**src/rtl/bk_wide_add_seq_if.sv**
```systemverilog
// Operand and result valid/ready channels for the sequenced wide adder.
// Producer/consumer side is master; the sequencer is slave.
interface bk_wide_add_seq_if #(
  parameter int W = 32
);
  logic         in_valid;
  logic         in_ready;
  logic [W-1:0] in_a;
  logic [W-1:0] in_b;
  logic         in_cin;
  logic         in_sub;
  logic         out_valid;
  logic         out_ready;
  logic [W-1:0] out_sum;
  logic         out_cout;
  logic         out_ovf;

  modport master (
    output in_valid, in_a, in_b, in_cin, in_sub,
    output out_ready,
    input  in_ready,
    input  out_valid, out_sum, out_cout, out_ovf
  );

  modport slave (
    input  in_valid, in_a, in_b, in_cin, in_sub,
    input  out_ready,
    output in_ready,
    output out_valid, out_sum, out_cout, out_ovf
  );
endinterface

```
**src/rtl/bk_wide_add_seq.sv**
```systemverilog
// Wide add/sub built by stepping one external 8-bit adder slice
// per cycle, LS slice first, with the carry chained in a register.
module bk_wide_add_seq #(
  parameter int WORDS = 4
) (
  input  logic               clk,
  input  logic               rst_n,
  bk_wide_add_seq_if.slave   io,
  output logic [7:0]         add_a,
  output logic [7:0]         add_b,
  output logic               add_cin,
  input  logic [7:0]         add_sum,
  input  logic               add_cout,
  output logic               busy
);

  localparam int W  = 8 * WORDS;
  localparam int IW = (WORDS > 1) ? $clog2(WORDS) : 1;

  typedef enum logic [1:0] {
    IDLE = 2'd0,
    RUN  = 2'd1,
    DONE = 2'd2
  } state_e;

  state_e         state_q, state_d;
  logic [IW-1:0]  idx_q, idx_d;
  logic           carry_q, carry_d;
  logic [W-1:0]   a_q, a_d;
  logic [W-1:0]   b_q, b_d;
  logic [W-1:0]   sum_q, sum_d;
  logic           cout_q, cout_d;
  logic           ovf_q, ovf_d;
  logic           last;

  assign last = (idx_q == IW'(WORDS - 1));

  always_ff @(posedge clk or negedge rst_n) begin
    if (!rst_n) begin
      state_q <= IDLE;
      idx_q   <= '0;
      carry_q <= 1'b0;
      a_q     <= '0;
      b_q     <= '0;
      sum_q   <= '0;
      cout_q  <= 1'b0;
      ovf_q   <= 1'b0;
    end else begin
      state_q <= state_d;
      idx_q   <= idx_d;
      carry_q <= carry_d;
      a_q     <= a_d;
      b_q     <= b_d;
      sum_q   <= sum_d;
      cout_q  <= cout_d;
      ovf_q   <= ovf_d;
    end
  end

  always_comb begin
    state_d = state_q;
    idx_d   = idx_q;
    carry_d = carry_q;
    a_d     = a_q;
    b_d     = b_q;
    sum_d   = sum_q;
    cout_d  = cout_q;
    ovf_d   = ovf_q;
    add_a   = 8'h00;
    add_b   = 8'h00;
    add_cin = 1'b0;
    unique case (state_q)
      IDLE: begin
        if (io.in_valid) begin
          a_d     = io.in_a;
          b_d     = io.in_sub ? ~io.in_b : io.in_b;
          carry_d = io.in_sub | io.in_cin;
          idx_d   = '0;
          state_d = RUN;
        end
      end
      RUN: begin
        add_a   = a_q[{idx_q, 3'b000} +: 8];
        add_b   = b_q[{idx_q, 3'b000} +: 8];
        add_cin = carry_q;
        sum_d[{idx_q, 3'b000} +: 8] = add_sum;
        carry_d = add_cout;
        if (last) begin
          cout_d  = add_cout;
          // b_q already holds ~B for subtract, so one rule covers both
          ovf_d   = (a_q[W-1] == b_q[W-1]) &
                    (add_sum[7] != a_q[W-1]);
          state_d = DONE;
        end else begin
          idx_d = idx_q + 1'b1;
        end
      end
      DONE: begin
        if (io.out_ready) state_d = IDLE;
      end
      default: state_d = IDLE;
    endcase
  end

  assign io.in_ready  = (state_q == IDLE);
  assign io.out_valid = (state_q == DONE);
  assign io.out_sum   = sum_q;
  assign io.out_cout  = cout_q;
  assign io.out_ovf   = ovf_q;
  assign busy         = (state_q != IDLE);

endmodule

```
**src/flat_wrapper.sv**
```systemverilog
// flat-port wrapper written by rule: the top's interface ports become plain ports
module bk_wide_add_seq_flat 
#(
  parameter int WORDS = 4
)
  (clk, rst_n, add_a, add_b, add_cin, add_sum, add_cout, busy, io_in_valid, io_in_a, io_in_b, io_in_cin, io_in_sub, io_out_ready, io_in_ready, io_out_valid, io_out_sum, io_out_cout, io_out_ovf);
  bk_wide_add_seq_if #(.W((8 * WORDS))) io_i ();
  input  logic clk;
  input  logic rst_n;
  output logic [7:0] add_a;
  output logic [7:0] add_b;
  output logic add_cin;
  input  logic [7:0] add_sum;
  input  logic add_cout;
  output logic busy;
  input wire logic [$bits(io_i.in_valid)-1:0] io_in_valid;
  input wire logic [$bits(io_i.in_a)-1:0] io_in_a;
  input wire logic [$bits(io_i.in_b)-1:0] io_in_b;
  input wire logic [$bits(io_i.in_cin)-1:0] io_in_cin;
  input wire logic [$bits(io_i.in_sub)-1:0] io_in_sub;
  input wire logic [$bits(io_i.out_ready)-1:0] io_out_ready;
  output wire logic [$bits(io_i.in_ready)-1:0] io_in_ready;
  output wire logic [$bits(io_i.out_valid)-1:0] io_out_valid;
  output wire logic [$bits(io_i.out_sum)-1:0] io_out_sum;
  output wire logic [$bits(io_i.out_cout)-1:0] io_out_cout;
  output wire logic [$bits(io_i.out_ovf)-1:0] io_out_ovf;
  assign io_i.in_valid = io_in_valid;
  assign io_i.in_a = io_in_a;
  assign io_i.in_b = io_in_b;
  assign io_i.in_cin = io_in_cin;
  assign io_i.in_sub = io_in_sub;
  assign io_i.out_ready = io_out_ready;
  assign io_in_ready = io_i.in_ready;
  assign io_out_valid = io_i.out_valid;
  assign io_out_sum = io_i.out_sum;
  assign io_out_cout = io_i.out_cout;
  assign io_out_ovf = io_i.out_ovf;
  bk_wide_add_seq #(.WORDS(WORDS)) u_core (.clk(clk), .rst_n(rst_n), .io(io_i), .add_a(add_a), .add_b(add_b), .add_cin(add_cin), .add_sum(add_sum), .add_cout(add_cout), .busy(busy));
endmodule
```
**config.mk**
```make
export PLATFORM = sky130hd
export DESIGN_NAME = bk_wide_add_seq_flat
export DESIGN_NICKNAME = d
export VERILOG_FILES = /design/src/rtl/bk_wide_add_seq_if.sv /design/src/rtl/bk_wide_add_seq.sv /design/src/flat_wrapper.sv
export SDC_FILE = /design/constraint.sdc
export NUM_CORES = 1
export LEC_CHECK = 0
export ABC_CLOCK_PERIOD_IN_PS = 3850
export CORE_MARGIN = 4
export CORE_UTILIZATION = 33
export CTS_BUF_LIST = sky130_fd_sc_hd__clkbuf_8
export DETAILED_ROUTE_END_ITERATION = 12
export GPL_TIMING_DRIVEN = 0
export HOLD_SLACK_MARGIN = 0.1
export PLACE_DENSITY_LB_ADDON = 0.2
export RECOVER_POWER = 50
export SYNTH_ARGS = -nofsm -noshare
export SYNTH_HDL_FRONTEND = slang
export SYNTH_SLANG_ARGS = --single-unit
```
**constraint.sdc**
```tcl
create_clock -name clk -period 3.85 [get_ports clk]
set_input_delay 1.155 -clock clk [delete_from_list [all_inputs] [get_ports clk]]
set_output_delay 1.155 -clock clk [all_outputs]
set_load 0.02 [all_outputs]
```
* Yosys cells after proc, flatten, opt, wreduce, memory -nomap -nowiden
Cells that the tools add are included.
Operators by class: $add $sub $neg 2, equal/unequal tests 9, muxes and demuxes 14, reductions and logical operators 8, multipliers 0, $lt $le $gt $ge 0, shift-type cells 4, divide/modulo/power cells 0, bitwise gates (word level) 3
Operators with widths (number):
- $shiftx 32x6->8 | 2
- $bwmux 32 | 1
- $mux 32 | 1
- $not 32->32 | 1
- $shift 8x7->32 const A | 1
- $shiftx 8x7->32 | 1
- $mux 8 | 2
- $mux 2 | 5
- $neg 5->7 | 1
- $ne 2x2->1 const B | 3
- $pmux 2 s3 | 1
- $reduce_and 2->1 | 3
- $reduce_and 3->1 | 2
- $eq 2x2->1 const B | 2
- $pmux 2 s2 | 1
- $reduce_bool 2->1 | 2
- $add 2x1->2 const B | 1
- $eq 2x1->1 const B | 1
- $logic_not 2->1 | 1
- $mux 1 | 2
- $ne 2x1->1 const B | 1
- $pmux 1 s2 | 1
- $and 1x1->1 | 1
- $eq 1x1->1 | 1
- 2 further kinds | 2
Storage, ports and cells: output and inout bits 54, flip-flop bits (word level) 103, bits in latches 0, input port bits 79, bits in writable memories 0, memories 0, logic and storage cells 48, memory bits (read-only) 0

* Longest topological paths before layout
Gate-level depths: netlist of the first run.
depth in word-level cells 3, gate-level depth with buffers 7

* Worst setup path before layout of the first run
No wires, ideal clock.
path type reg-to-output, from register u_core.idx_q[0], to output add_b[7], cell stages (with the launch flop) 4, buffers on the path 1, data required time 2695 ps, setup slack 1261 ps, arrival 1434 ps, cell sequence dfrtp_1 -> buf_4 -> mux4_2 -> and2_1
Between the ends: longest elaborated chain between the ends 2
RTL lines:
- from (decl) | line bk_wide_add_seq.sv:27 | logic [IW-1:0] idx_q, idx_d;
- from (signal assigned) | line bk_wide_add_seq.sv:50 | idx_q <= idx_d;
- $shiftx 32x6->8 | line bk_wide_add_seq.sv:84 | add_b = b_q[{idx_q, 3'b000} +: 8];
- $mux 8 | line bk_wide_add_seq.sv:72 | unique case (state_q)
- to (decl) | line flat_wrapper.sv:11 | output logic [7:0] add_b;
No other way between the ends.

* Worst setup path after layout of the first run
from register u_core.idx_q[0], to output add_b[4]
Same word-level chain as after synthesis.

==> metrics.txt, run 1 <==
clock sinks 103; Seq cells post-synth 103; share of the synthesized area in the top cell type 53.83%; P&R area growth vs syn 36.27%; Fin Clk Skew 0.01522 ns; Clk pin slew, worst setup/hold paths 0.09 ns; RSZ-0062 raised after global routing false; Power Density 854.7 nW/µm²; synthesized area 4788 µm²; WP data required 2.69 ns; Leak 2.652 nW; share of cells above drive strength 1 18.24%; cell taking the most area after synthesis dfrtp_1; switching part of the total power 37.60%; vias in the first global route 3697; per-cell routed wire length 17.99 µm; FF-to-FF End u_core.io.out_sum[22]$_DFFE_PN0P_; syn nets 448; drt pass-1 iters 4; Worst Path Arrival 2.46 ns; clock share of power 13.2%; die extent in x 128.5 µm; Num CTS Buffers 9; initial antenna violation count 0; Setup crit end add_b[4]; drt drc 0; drt total wl 12410 µm; clock root buffer clkbuf_8; Tmin final 3.619 ns; Setup crit end kind output port; Mean Syn Cell Area 13.19 µm²; r2r startpoint u_core.idx_q[1]$_DFFE_PN0P_; maximum vdd drop 259.6 µV; die area 16500 µm²; Final #Nets 591; via count 3397; Least-Margin Pin Slew 1.310 ns; R2R cell count 7; Die H 128.5 µm; fin crit share 94.00%; Initial Util 34.10%; number of synthesis warnings 0; fmax 0.2763 GHz; first-pass GRT wire length 20040 µm; Yosys cell types 34; maximum number of pins on one net before global-route repair 53; Post-Place Setup Slack 0.2991 ns; Clock Tree Buf Depth 2; worst min-delay path class reg2reg; routed vias/inst 4.923; Final Max Slew Viols 0; internal power 0.003480 W; final worst slack 0.2310 ns; CTS tree yes; Total Neg Setup Slack 0 ns; startpoint types register; combinational cell fraction of total power 52.6%; Core ar. 14040 µm²; ANT nets after route 0; Initial DRC Count 186; row count 43; switching power 0.002097 W; sequential share of the synthesized area 53.83%; n_diodes 0; critical path class reg2out; crit-path max FO 10; H-tree levels 3; Synth area leaders dfrtp_1, mux2_2, mux4_2; Tot GR Track Use 15.65%; Sequential Power Share 34.2%; hold_buf cts 0; DPL Wire Length 9154 µm; routability cong. 0.7653; number of I/O port buffers 131; gr ovfl total 0; status completed; r2r setup slk 1.24 ns; crit path from u_core.idx_q[0]$_DFFE_PN0P_; Cells after Synth 363; Skew-Pair Late Insertion Delay 0.37 ns; fill count 1292; maxcap violations 0; Slew HR 12.68%; Finish-stage setup viols 0; Final Hold Vio Count 0; IO Count 133; Setup Fix Bufs, Post-CTS 0
[layer usage]
layer / routed length, µm / up-vias / GRT usage (%)
met5: 0 / - / 0
met4: 197 / 0 / 5.243
met3: 655 / 15 / 3.030
met2: 6081 / 103 / 25.87
met1: 5481 / 1702 / 20.70
li1: - / 1577 / -
[cell type report]
cell class	instances	area [µm²]	share of cell area (%)
buffer	22	127.6	1.956
clock buffer	9	123.9	1.898
clock inverter	6	87.58	1.342
inverter	5	21.27	0.3260
multi-input combinational	233	2051	31.43
sequential	103	2577	39.50
tap	180	225.2	3.452
timing repair buffer	132	1311	20.10
[through the flow]
stage	instance area (µm²)	util, %	instances	hold slack [ns]	power (W)
CTS	6563	46.73	690	0.5149	0.005673
global route	6525	46.47	690	0.5264	0.005938
floorplan	4788	-	363	0.4751	0.003713
detailed placement	6350	45.22	675	0.4932	0.004926
global placement	6325	45.04	674	0.4843	0.004847
finish	6525	46.47	690	0.5110	0.005577
[cells in the mapped netlist, drive strengths merged]
master  instances
a211oi          1
a21oi          32
a22o           32
and2           17
and2b           1
buf            19
clkbuf          3
dfrtp         103
ha              6
inv             5
mux2           34
mux2i           1
mux4           16
nand2           5
nand2b          4
nand3b          3
nor2           35
nor2b           1
nor3            2
nor3b           1
nor4            3
nor4b           2
o21ai           1
o21bai          1
o22ai           2
or2             1
xnor2          32
[power by group through the flow]
stage / logic, W / registers, W / clock network (W)
final: 0.00293 / 0.00191 / 0.000736
after global routing: 0.00317 / 0.00198 / 0.000792
after CTS: 0.00301 / 0.00191 / 0.000757
after detailed placement: 0.00299 / 0.00193 / 0
after global placement: 0.00294 / 0.00191 / 0
after floorplan: 0.00166 / 0.00205 / 0
[logic make-up after synthesis]
logic type / synth area share [%]
compound gates: 9.877
xor+xnor: 5.853
fa+ha+maj: 1.568
buf+inv: 3.345
flops: 53.83
mux: 15.73
simple gates: 9.799
[worst min path at each step]
stage	slack (ns)	depth (start not counted)	to	from
after floorplan	0.48	1	u_core.a_q[16]$_DFFE_PN0P_	u_core.a_q[16]$_DFFE_PN0P_
after global placement	0.48	1	u_core.a_q[16]$_DFFE_PN0P_	u_core.a_q[16]$_DFFE_PN0P_
after detailed placement	0.49	1	u_core.io.out_sum[22]$_DFFE_PN0P_	u_core.io.out_sum[22]$_DFFE_PN0P_
after CTS	0.51	1	u_core.a_q[18]$_DFFE_PN0P_	u_core.a_q[18]$_DFFE_PN0P_
after global routing	0.53	1	u_core.a_q[18]$_DFFE_PN0P_	u_core.a_q[18]$_DFFE_PN0P_
final	0.51	1	u_core.a_q[22]$_DFFE_PN0P_	u_core.a_q[22]$_DFFE_PN0P_
[state kept, by name, summed over array words and instances, names as in the netlist]
signal              count
u_core.a_q             32
u_core.b_q             32
u_core.carry_q          1
u_core.idx_q            2
u_core.io.out_cout      1
u_core.io.out_ovf       1
u_core.io.out_sum      32
u_core.state_q          2
[worst max-delay path: stages, from the launching register on]
cell	delay [ns]
dfrtp_1	0.51
buf_4	0.32
mux4_2	0.54
and2_1	0.18
clkdlybuf4s50_1	0.54
[placed cells by master, fill, tap and decap left out, types with 2 or more instances in the layout]
master           count
a21oi_1             32
dlygate4sd3_1        4
inv_1                5
nor4b_4              2
clkbuf_2             4
nor2_1              35
and2_1              17
clkdlybuf4s50_1    126
buf_4                4
nand3b_2             2
clkbuf_8            10
clkinvlp_4           2
ha_1                 6
nand2b_1             4
bufinv_16            2
o22ai_1              2
a22o_1              32
xnor2_1             32
buf_2                8
mux2_2              34
nand2_1              5
clkbuf_1             6
mux4_2              16
nor4_4               2
dfrtp_1            103
[repair_timing]
item                                   in CTS  in global routing
pin swaps                                   0                  0
endpoints found under the hold margin       0                  0
resized for setup                           1                  2
setup endpoints to repair                  10                  4
No activity file was read; power rests on OpenSTA's default activity.
==> run 2: changes to the inputs <==
--- a/config.mk
+++ b/config.mk
@@ -14,6 +14,7 @@
 export HOLD_SLACK_MARGIN = 0.1
 export PLACE_DENSITY_LB_ADDON = 0.2
 export RECOVER_POWER = 50
+export SETUP_SLACK_MARGIN = 0.4
 export SYNTH_ARGS = -nofsm -noshare
 export SYNTH_HDL_FRONTEND = slang
 export SYNTH_SLANG_ARGS = --single-unit
==> run 2 against run 1 <==
Against the previous run: via count is 0.53% lower; final cell count rose by 0.14%; hold slack hardly changed; global-route usage is essentially flat; non-clock buffer count grew 1; die area is the same; register-to-register slack improved by 0.04 ns; largest power group unchanged.
==> metrics.txt, run 2 (synthesis results as in run 1) <==
status completed; routability cong. 0.7653 (unchanged); Leak 2.688 nW (+1.4%); clock root buffer clkbuf_8; Num CTS Buffers 9 (unchanged); fin crit share 86.17% (-7.8 points); first-pass GRT wire length 20080 µm (+0.17%); Clk pin slew, worst setup/hold paths 0.09 ns (about the same); r2r setup slk 1.28 ns (+0.04 ns); Clock Tree Buf Depth 2 (unchanged); final cell count without fillers 691 (+0.14%); WHS Endpoint u_core.a_q[22]$_DFFE_PN0P_; drt pass-1 iters 4 (unchanged); n_diodes 0 (unchanged); row count 43 (unchanged); ANT nets after route 0 (unchanged); gr ovfl total 0 (unchanged); die area 16500 µm² (unchanged); startpoint types register; cells along the critical path buf_8, mux4_2, and2_1, clkdlybuf4s50_1; DPL Wire Length 9154 µm (unchanged); share of cells above drive strength 1 18.40% (+0.16 points); placed cell count 675 (unchanged); Tot GR Track Use 15.67% (+0.018 points); FF-to-FF End u_core.io.out_sum[26]$_DFFE_PN0P_; vias in the first global route 3694 (-0.081%); maximum number of pins on one net before global-route repair 53 (unchanged); routed vias/inst 4.890 (-0.67%); internal power 0.003434 W (-1.3%); die extent in x 128.5 µm (unchanged); hold path startpoint u_core.a_q[22]$_DFFE_PN0P_; WP data required 2.69 ns (about the same); hold depth 1 (unchanged); Tmin final 3.318 ns (-0.3014 ns); Setup crit end kind output port; Core ar. 14040 µm² (unchanged); clock share of power 13.3% (about the same); H-tree levels 3 (unchanged); maxcap violations 0 (unchanged); P&R area growth vs syn 35.93%; Finish-stage setup viols 0 (unchanged); r2r startpoint u_core.idx_q[1]$_DFFE_PN0P_; CTS tree yes; CP max stage cell clkdlybuf4s50_1; Slew HR 12.97% (+0.29 points); Worst Path Arrival 2.16 ns (-0.30 ns); switching part of the total power 37.68% (+0.076 points); Least-Margin Pin Slew 1.305 ns (-0.004418 ns); clock sinks 103 (unchanged); per-cell routed wire length 17.97 µm (-0.14%); via count 3379 (-0.53%); Final #Nets 592 (+0.17%); Fin Clk Skew 0.01420 ns (-0.001021 ns); Sequential Power Share 34.5% (+0.3 points); RSZ-0062 raised after global routing false; critical path class reg2out; drt drc 0 (unchanged); crit-path max FO 10 (unchanged); number of I/O port buffers 131 (unchanged); IO Count 133 (unchanged); worst min-delay path class reg2reg; Final Hold Vio Count 0 (unchanged); CP peak stage delay 0.54 ns (about the same); maximum vdd drop 253.9 µV (-2.2%); Initial DRC Count 178 (-4.3%); initial antenna violation count 0 (unchanged); Final Max Slew Viols 0 (unchanged); Skew-Pair Late Insertion Delay 0.37 ns (about the same); Die H 128.5 µm (unchanged); combinational cell fraction of total power 52.1% (-0.5 points); Power Total 0.005510 W (-1.2%); drt total wl 12410 µm (unchanged); Power Density 846.5 nW/µm² (-0.96%); Initial Util 34.10% (unchanged); leading cell types in the layout, fill and taps excluded clkdlybuf4s50_1, dfrtp_1, nor2_1; commonest non-fill, non-tap cell in the layout clkdlybuf4s50_1; switching power 0.002076 W (-1.0%); R2R cell count 6 (-1); fmax 0.3014 GHz (+9.1%)
==> run 2: changes by cell type in the layout (fill, tap and decap cells not counted), moves of 2 or more <==
| cell | previous run | this run |
|---|---|---|
| dlygate4sd2_1 | 0 | 11 |
| clkdlybuf4s50_1 | 126 | 115 |
| clkbuf_2 | 4 | 2 |
| clkbuf_4 | 0 | 2 |
| buf_4 | 4 | 6 |
==> run 2: metrics by stage <==
stage | hold slack, ns | setup TNS [ns] | instance area, µm² | setup WS, ns | util, %
after floorplan | 0.4751 | 0 | 4788 | 1.261 | -
after global placement | 0.4843 | -231.12 | 6325 | -2.254 | 45.04
after detailed placement | 0.4932 | 0 | 6350 | 0.2991 | 45.22
after CTS | 0.5149 | 0 | 6576 | 0.4946 | 46.83
after global routing | 0.5264 | 0 | 6509 | 0.3888 | 46.35
final | 0.5115 | 0 | 6509 | 0.5325 | 46.35
==> run 2: final cells by class <==
cell class / instances / area, µm²
fillers: 1296 / 7533
clock buffers: 9 / 123.9
multi-input cells: 233 / 2021
well taps: 180 / 225.2
plain buffers: 22 / 146.4
clock inverters: 6 / 87.58
repair buffers: 133 / 1305
inverters: 5 / 21.27
flip-flops and latches: 103 / 2579
==> run 2: worst max-delay path by stage <==
| stage | startpoint | end | slack [ns] |
|---|---|---|---|
| after floorplan | u_core.idx_q[0]$_DFFE_PN0P_ | add_b[7] | 1.26 |
| final | u_core.idx_q[0]$_DFFE_PN0P_ | add_b[0] | 0.53 |
| after global routing | rst_n | u_core.b_q[5]$_DFFE_PN0P_ | 0.39 |
| after detailed placement | u_core.state_q[1]$_DFFE_PN0P_ | add_a[0] | 0.30 |
| after CTS | u_core.idx_q[0]$_DFFE_PN0P_ | add_b[7] | 0.49 |
| after global placement | rst_n | u_core.b_q[1]$_DFFE_PN0P_ | -2.25 |
==> run 2: what timing repair did <==
action	CTS	global route
gates resized for setup	20	0
endpoints found under the hold margin	0	0
endpoints found under the setup margin	17	0
setup buffers	1	0
hold buffers	0	0
==> run 2: per-layer routing <==
metal	GRT usage, %	routed length, µm	up-vias
li1	-	-	1582
met1	20.68	5500	1683
met2	25.96	6058	99
met3	3.030	640	15
met4	5.243	214	0
met5	0	0	-
==> run 2: critical path, delay by kind of cell (launching register included) <==
kind                   cells  cell delay (ns)
buffers and inverters      2             0.72
multiplexers               1             0.50
flip-flops                 1             0.39
AND/OR/NAND/NOR            1             0.19
==> run 2: power by group through the flow <==
stage / sequential (W) / combinational [W] / clock [W]
2_1_floorplan: 0.00205 / 0.00166 / 0
3_3_place_gp: 0.00191 / 0.00294 / 0
3_5_place_dp: 0.00193 / 0.00299 / 0
4_1_cts: 0.00190 / 0.00297 / 0.000757
5_1_grt: 0.00197 / 0.00311 / 0.000792
6_report: 0.00190 / 0.00287 / 0.000735
